[config.mk]
export PLATFORM = sky130hd
export DESIGN_NAME = clk_div_gen
export DESIGN_NICKNAME = d
export VERILOG_FILES = /design/src/rtl/clk_div_pkg.sv /design/src/rtl/clk_div_gen_delay.sv /design/src/rtl/clk_div_gen.sv
export SDC_FILE = /design/constraint.sdc
export NUM_CORES = 1
export LEC_CHECK = 0
export BUFFER_PORTS_ARGS = -buffer_cell sky130_fd_sc_hd__clkbuf_2
export CAP_MARGIN = 10
export CORE_AREA = 2 2 39 41
export CTS_BUF_LIST = sky130_fd_sc_hd__clkbuf_2
export CTS_CLUSTER_DIAMETER = 120
export DETAILED_ROUTE_END_ITERATION = 6
export DIE_AREA = 0 0 41 43
export HOLD_SLACK_MARGIN = 0.12
export PLACE_DENSITY = 0.79
export SYNTH_ARGS = -nofsm -noshare
export SYNTH_HDL_FRONTEND = slang
export SYNTH_HIERARCHICAL = 1
export SYNTH_SLANG_ARGS = --single-unit
[constraint.sdc]
create_clock -name CLK_24M -period 1.4 [get_ports CLK_24M]
set_input_delay 0.07 -clock CLK_24M [delete_from_list [all_inputs] [get_ports CLK_24M]]
set_output_delay 0.07 -clock CLK_24M [all_outputs]
set_load 0.1 [all_outputs]
[src/rtl/clk_div_pkg.sv]
// ---------------------------------------------------------------------------
// clk_div_pkg
// Shared types and constants for the clk_div_gen clock divider.
//   div_state_e : divider control states (HOLD, RUN, RESYNC)
//   DIV_W       : width of the divider phase counter
//   HOLD_CYCLES : cycles spent in HOLD after reset release
//   DEL_MAX     : deepest supported delay for the _D outputs
// ---------------------------------------------------------------------------
package clk_div_pkg;

  localparam int DIV_W       = 3;
  localparam int HOLD_CYCLES = 2;
  localparam int DEL_MAX     = 4;

  // Width of the HOLD cycle counter; never narrower than one bit.
  localparam int HOLD_CNT_W  = (HOLD_CYCLES > 1) ? $clog2(HOLD_CYCLES) : 1;

  typedef enum logic [1:0] {
    HOLD   = 2'd0,
    RUN    = 2'd1,
    RESYNC = 2'd2
  } div_state_e;

  typedef logic [DIV_W-1:0] div_t;

endpackage

[src/rtl/clk_div_gen_delay.sv]
// ---------------------------------------------------------------------------
// clk_delay_line
// Fixed-depth shift register: o_data is i_data delayed by DEPTH clk cycles.
// Every stage is cleared by the asynchronous active-low reset.
//   clk    : clock
//   rst_n  : asynchronous active-low reset
//   i_data : WIDTH-bit input sample
//   o_data : WIDTH-bit sample from DEPTH cycles ago
// ---------------------------------------------------------------------------
module clk_delay_line
  import clk_div_pkg::*;
#(
  parameter int WIDTH = 1,
  parameter int DEPTH = 1
) (
  input  logic             clk,
  input  logic             rst_n,
  input  logic [WIDTH-1:0] i_data,
  output logic [WIDTH-1:0] o_data
);

  if (DEPTH < 1 || DEPTH > DEL_MAX) begin : g_bad_depth
    $error("clk_delay_line: DEPTH out of range");
  end

  logic [WIDTH-1:0] r_stage [DEPTH];

  // NOTE: this array is a shift register, not a RAM, so it can and must be
  // reset; a block RAM would not get a per-entry reset like this.
  always_ff @(posedge clk or negedge rst_n) begin
    if (!rst_n) begin
      for (int i = 0; i < DEPTH; i++) begin
        r_stage[i] <= '0;
      end
    end else begin
      r_stage[0] <= i_data;
      for (int i = 1; i < DEPTH; i++) begin
        r_stage[i] <= r_stage[i-1];
      end
    end
  end

  assign o_data = r_stage[DEPTH-1];

endmodule

[src/rtl/clk_div_gen.sv]
// ---------------------------------------------------------------------------
// clk_div_gen
// Divides CLK_24M by 2/4/8 from a 3-bit phase counter, with a realign
// handshake that loads a new phase, rising-edge strobes for the /4 and /8
// clocks, and optionally delayed copies of the divided clocks.
//
// Build option: define CLKGEN_DELAY_EN to delay the _D outputs by
// DEL_CYCLES cycles through clk_delay_line; otherwise _D = source.
//
// Ports
//   CLK_24M   : master clock, all registers use its rising edge
//   nRESET    : asynchronous active-low reset
//   SYNC_REQ  : phase realign request
//   SYNC_VAL  : phase loaded into the divider on realign
//   SYNC_ACK  : high for the single RESYNC cycle after a realign
//   CLK_12M/CLK_6M/CLK_3M       : registered DIV[0]/DIV[1]/DIV[2]
//   CE_6M/CE_3M                 : high in the cycle CLK_6M/CLK_3M rose
//   CLK_12M_D/CLK_6M_D/CLK_3M_D : delayed copies of the divided clocks
// ---------------------------------------------------------------------------
module clk_div_gen
  import clk_div_pkg::*;
#(
  parameter int DEL_CYCLES = 1
) (
  input  logic             CLK_24M,
  input  logic             nRESET,
  input  logic             SYNC_REQ,
  input  logic [DIV_W-1:0] SYNC_VAL,
  output logic             SYNC_ACK,
  output logic             CLK_12M,
  output logic             CLK_6M,
  output logic             CLK_3M,
  output logic             CE_6M,
  output logic             CE_3M,
  output logic             CLK_12M_D,
  output logic             CLK_6M_D,
  output logic             CLK_3M_D
);

  if (DEL_CYCLES < 1 || DEL_CYCLES > DEL_MAX) begin : g_bad_del
    $error("clk_div_gen: DEL_CYCLES out of range");
  end

  localparam logic [HOLD_CNT_W-1:0] HOLD_LAST = HOLD_CNT_W'(HOLD_CYCLES - 1);

  div_state_e              r_state;
  div_state_e              w_state_nxt;
  div_t                    r_div;
  div_t                    w_div_nxt;
  logic [HOLD_CNT_W-1:0]   r_hold_cnt;
  logic [HOLD_CNT_W-1:0]   w_hold_cnt_nxt;
  logic                    r_req_pend;
  logic                    w_req_pend_nxt;
  logic                    w_sync_ack;

  logic r_clk_12m, r_clk_6m, r_clk_3m;
  logic r_ce_6m, r_ce_3m;

  // NOTE: state registers use non-blocking assignments so every flop samples
  // the pre-edge values, regardless of block ordering.
  always_ff @(posedge CLK_24M or negedge nRESET) begin
    if (!nRESET) begin
      r_state    <= HOLD;
      r_div      <= '0;
      r_hold_cnt <= '0;
      r_req_pend <= 1'b0;
    end else begin
      r_state    <= w_state_nxt;
      r_div      <= w_div_nxt;
      r_hold_cnt <= w_hold_cnt_nxt;
      r_req_pend <= w_req_pend_nxt;
    end
  end

  // NOTE: every signal gets a default before the case so no path leaves one
  // unassigned, which would otherwise infer a latch.
  always_comb begin
    w_state_nxt    = r_state;
    w_div_nxt      = r_div;
    w_hold_cnt_nxt = r_hold_cnt;
    w_req_pend_nxt = r_req_pend;
    w_sync_ack     = 1'b0;

    case (r_state)
      HOLD: begin
        w_div_nxt = '0;
        // A request arriving before the divider runs is remembered and
        // serviced on the first RUN edge with the SYNC_VAL of that edge.
        if (SYNC_REQ) begin
          w_req_pend_nxt = 1'b1;
        end
        if (r_hold_cnt == HOLD_LAST) begin
          w_state_nxt = RUN;
        end else begin
          w_hold_cnt_nxt = r_hold_cnt + HOLD_CNT_W'(1);
        end
      end
      RUN: begin
        if (SYNC_REQ || r_req_pend) begin
          w_state_nxt    = RESYNC;
          w_div_nxt      = SYNC_VAL;
          w_req_pend_nxt = 1'b0;
        end else begin
          w_div_nxt = r_div + DIV_W'(1);
        end
      end
      RESYNC: begin
        // Requests are not sampled here; one still held high is taken on
        // the following RUN edge.
        w_sync_ack  = 1'b1;
        w_div_nxt   = r_div + DIV_W'(1);
        w_state_nxt = RUN;
      end
      default: begin
        w_state_nxt = HOLD;
        w_div_nxt   = '0;
      end
    endcase
  end

  // Divided clocks trail DIV by one cycle. A strobe fires when the next
  // clock value is 1 while the current one is 0, so it lands in the same
  // cycle as the rising edge, including edges caused by a realign.
  always_ff @(posedge CLK_24M or negedge nRESET) begin
    if (!nRESET) begin
      r_clk_12m <= 1'b0;
      r_clk_6m  <= 1'b0;
      r_clk_3m  <= 1'b0;
      r_ce_6m   <= 1'b0;
      r_ce_3m   <= 1'b0;
    end else begin
      r_clk_12m <= r_div[0];
      r_clk_6m  <= r_div[1];
      r_clk_3m  <= r_div[2];
      r_ce_6m   <= r_div[1] & ~r_clk_6m;
      r_ce_3m   <= r_div[2] & ~r_clk_3m;
    end
  end

  assign SYNC_ACK = w_sync_ack;
  assign CLK_12M  = r_clk_12m;
  assign CLK_6M   = r_clk_6m;
  assign CLK_3M   = r_clk_3m;
  assign CE_6M    = r_ce_6m;
  assign CE_3M    = r_ce_3m;

`ifdef CLKGEN_DELAY_EN
  logic [2:0] w_del_out;

  clk_delay_line #(
    .WIDTH(3),
    .DEPTH(DEL_CYCLES)
  ) u_delay (
    .clk   (CLK_24M),
    .rst_n (nRESET),
    .i_data({r_clk_3m, r_clk_6m, r_clk_12m}),
    .o_data(w_del_out)
  );

  assign CLK_12M_D = w_del_out[0];
  assign CLK_6M_D  = w_del_out[1];
  assign CLK_3M_D  = w_del_out[2];
`else
  assign CLK_12M_D = r_clk_12m;
  assign CLK_6M_D  = r_clk_6m;
  assign CLK_3M_D  = r_clk_3m;
`endif

endmodule

== After elaboration in Yosys (flattened, before gate mapping) ==
Cells that the tools add are included.

* Add/subtract/negate cells: 2
* Eq/ne operators: 5
* Mux-type cells: 10
* Bitwise operators: 4
* Reduce and logical (&&, ||, !) cells: 5

{| class="wikitable"
|+ Operator list
! kind !! number
|-
| $ne A2 B2 Y1 const B || 3
|-
| $pmux W2 S3 || 1
|-
| $pmux W3 S2 || 1
|-
| $mux W1 || 4
|-
| $mux W2 || 2
|-
| $add A3 B1 Y3 const B || 1
|-
| $mux W3 || 1
|-
| $reduce_and A3 Y1 || 1
|-
| $and A1 B1 Y1 || 2
|-
| $eq A2 B1 Y1 const B || 1
|-
| $eq A2 B2 Y1 const B || 1
|-
| $logic_not A2 Y1 || 1
|-
| $not A1 Y1 || 2
|-
| $pmux W1 S2 || 1
|-
| $reduce_and A2 Y1 || 1
|-
| $reduce_bool A2 Y1 || 1
|-
| $add A1 B1 Y1 const B || 1
|-
| $logic_or A1 B1 Y1 || 1
|}

* Bits in registers: 12
* Bits of input ports: 6
* Output and inout port bits: 9
* Logic and storage cells: 35

== Longest topological paths before layout ==
* Depth in word-level cells: 3
* Gate-level depth with buffers: 5
* Depth with buffers taken out: 5

== Least setup slack after synthesis ==
Ideal clock, no wire load.

* Kind: register to register
* From: reg r_state[0]
* To: reg r_state[0]
* Setup time: 0.068 ns
* Arrival time: 1.792 ns
* Data required time: 1.332 ns
* Setup slack: -0.460 ns
* Cell stages (with the launch flop): 6
* Buffers on the path: 0
* Period minus slack after synthesis: 1.860 ns
* Path through: dfrtp_1 inv_1 ha_1 nand2b_1 a221o_1 nand3_1

* Longest elaborated chain between the ends: 3
* Elaborated cells on any way between the ends: 7
* Classes of those cells: eq/ne: 4; mux: 1; reduce/logical: 2

{| class="wikitable"
|+ RTL lines
! element !! line !! text
|-
| from (decl) || clk_div_gen.sv:46 || <nowiki>div_state_e r_state;</nowiki>
|-
| from (signal assigned) || clk_div_gen.sv:68 || <nowiki>r_state <= w_state_nxt;</nowiki>
|-
| $eq A2 B1 Y1 or $logic_not A2 Y1 (tied branches) || clk_div_gen.sv:84 || <nowiki>case (r_state)</nowiki>
|-
| $ne A2 B2 Y1 (no source line) || - ||
|-
| $reduce_and A2 Y1 (no source line) || - ||
|}

Several ways; a longest one is shown, not always the timed one.
A chain may end at the register's enable or synchronous reset.

== Worst setup path after layout ==
Ends and elaborated chain as after synthesis.

==> metrics <==
antenna-violating nets left 0; DIE AREA 1760 um^2; port bufs 14; net count after synthesis between 60 and 70; final hold vios 0; Synth area leaders dfrtp_1 52%, ha_1 11%, nor2b_1 4.3%, buf_4 3.9%, nand2_1 3.9%; DPL Wire Length 738 um; Critical Path Max Stage Delay approximately 450 ps; Clock Pin Slew Worst Setup and Hold Paths roughly 120 ps; TritonCTS Buffers 3; Post-Syn Instances 53; skew final around 2.1 ps; WP data required 1620 ps; synth cell count leaders 12 x dfrtp_1, 6 x nand2_1, 5 x ha_1; hold path endpoint r_div[2]$_DFF_PN0_; Setup Total Neg Slack 0 ps; WP data arrival 1520 ps; global route overflow 0; H-tree levels 1; vias in the first global route approximately 400; syn_area_per_cell 10.9 um^2; CTS tree done; worst r2r src r_state[0]$_DFFE_PN0P_; layout cell share with drive strength beyond 1 0.389; Mapped Area between 500 and 600 um^2; Worst Setup Path Type flop to flop; worst r2r dst r_state[0]$_DFFE_PN0P_; height of the die 43 um; Critical Path Fanout Max 6; Vias/cell 4.89; number of flops mapped to enable cells by yosys 0; Final Setup Violations 0; pin count of the biggest net entering global routing 13; core area approximately 1400 um^2; number of antenna violations at the first check in global routing 0; final instance area 744 um^2; Worst R2R Setup Slack about 100 ps; Layout Nets 84; fill cell count 133; CP max stage cell dfrtp_1; Final Critical Period 1300 ps; postcts setup bufs 0; first-pass GRT wire length 1.65 mm; Ys Warns 6; Clock Latency Late Sink 270 ps; sequential element share of the synthesized area 0.519; worst-path cell chain inv_2 -> ha_2 -> nand2b_1 -> a221o_1 -> nand3_1; Slew Limit Fails 0; max-cap viol count 0; status finished clean; maximum clock insertion buffer count 2; worst hold start SYNC_REQ; hold depth 4; GRT Total Usage 0.148; worst hold path type input pin to flop; slew margin rel. 0.642; Worst-Margin Slew 539 ps; RSZ-0062 raised after global routing no; Antenna Cells 0; std cell rows 14; final hold slack 164 ps; DRT Pass-1 Iters 4; Reg2Reg Depth 5; Final Cycle Share 0.929; Synth Register Bits 12; Ports 15; Iter 0 DRT Violations 2; cell type with the highest aggregate area in the netlist dfrtp_1; Worst setup SP type flop; GP Congestion 0.712; Post-DP Area 678 um^2; starting density of the core 0.418; CTS Sinks 12; ys async rst share 1.00; FMAX 769 MHz; Layout area overhead 28.8%; # DRC 0; DR WL/cell between 10 and 15 um; Synth cell types 22; most common cell in the netlist dfrtp_1; Yosys top cell area share 0.519; crit end category flop; Root Driver clkbuf_2; final core occ 0.538; final WL 1.01 mm; Die Width 41 um; crit path from r_state[0]$_DFFE_PN0P_; dominant synthesized flop cell dfrtp_1; Via Count 430
## how the worst max path moves through the flow
stage               cells after the start                endpoint  slack (ps)
floorplan                               1               CLK_12M_D           6
global route                            5  r_state[0]$_DFFE_PN0P_          20
global placement                        5  r_state[1]$_DFFE_PN0P_          70
finish                                  5  r_state[0]$_DFFE_PN0P_         100
CTS                                     5  r_state[0]$_DFFE_PN0P_          20
detailed placement                      5  r_state[1]$_DFFE_PN0P_          50
## stage by stage
step	instances	worst slack, ps
2_1_floorplan	53	6.03
3_3_place_gp	80	74.3
3_5_place_dp	80	45.5
4_1_cts	88	24.9
5_1_grt	88	16.1
6_report	88	98.8
## state kept, by name (all words and copies together), names as in the netlist
signal      cells
r_div           3
r_state         2
CE_3M           1
CE_6M           1
CLK_12M         1
CLK_3M          1
CLK_6M          1
r_hold_cnt      1
r_req_pend      1
## per-layer routing
metal / GRT usage / routed length (um) / vias up
met2: 0.203 / 463 / 14
met5: 0 / 0 / -
met1: 0.190 / 461 / 195
li1: - / - / 217
met3: 0.0471 / 53 / 4
met4: 0.100 / 27 / 0
## layout make-up
| type | count | area (um^2) | area share |
|---|---|---|---|
| clock buffers | 3 | 15.0 | 0.0202 |
| multi-input cells | 33 | 255 | 0.343 |
| clock inverters | 1 | 3.75 | 0.00504 |
| inverters | 4 | 15.0 | 0.0202 |
| flip-flops and latches | 12 | 303 | 0.407 |
| repair buffers | 19 | 133 | 0.178 |
| well taps | 16 | 20.0 | 0.0269 |
## cell usage in the layout, fill, tap and decap left out, drive strengths merged
cell type / instances
a31oi: 1
a22o: 1
or2: 1
nor2b: 4
inv: 4
o32ai: 1
o21ai: 3
nor2: 1
a221o: 1
o21a: 1
dfrtp: 12
buf: 2
ha: 5
o22ai: 1
nand2: 6
nand2b: 1
xor2: 1
clkbuf: 16
nand3: 3
a21oi: 1
clkinv: 1
dlygate4sd3: 4
o211ai: 1
## cell families after synthesis
kind of cell / count (synthesis) / share of synthesized area
buffers and inverters: 8 / 0.0736
adder cells (fa/ha/maj): 5 / 0.108
AND/OR/NAND/NOR: 16 / 0.141
XOR/XNOR: 1 / 0.0152
AO/OA/AOI/OAI: 11 / 0.143
flip-flops: 12 / 0.519
## worst max-delay path, delay by kind of cell (launching register included)
family	cells	cell delay, ps
AO/OA/AOI/OAI	1	280
flip-flops	1	450
AND/OR/NAND/NOR	2	220
buffers and inverters	1	80
adder cells (fa/ha/maj)	1	220
## repair_timing
action                     CTS  global route
setup endpoints to repair    0             5
resized for setup            0             4
hold buffers                 4             0
hold endpoints to repair    15             0
Power is not shown: default switching activity piles up to over one toggle a cycle in this logic, so the estimate is an artifact.
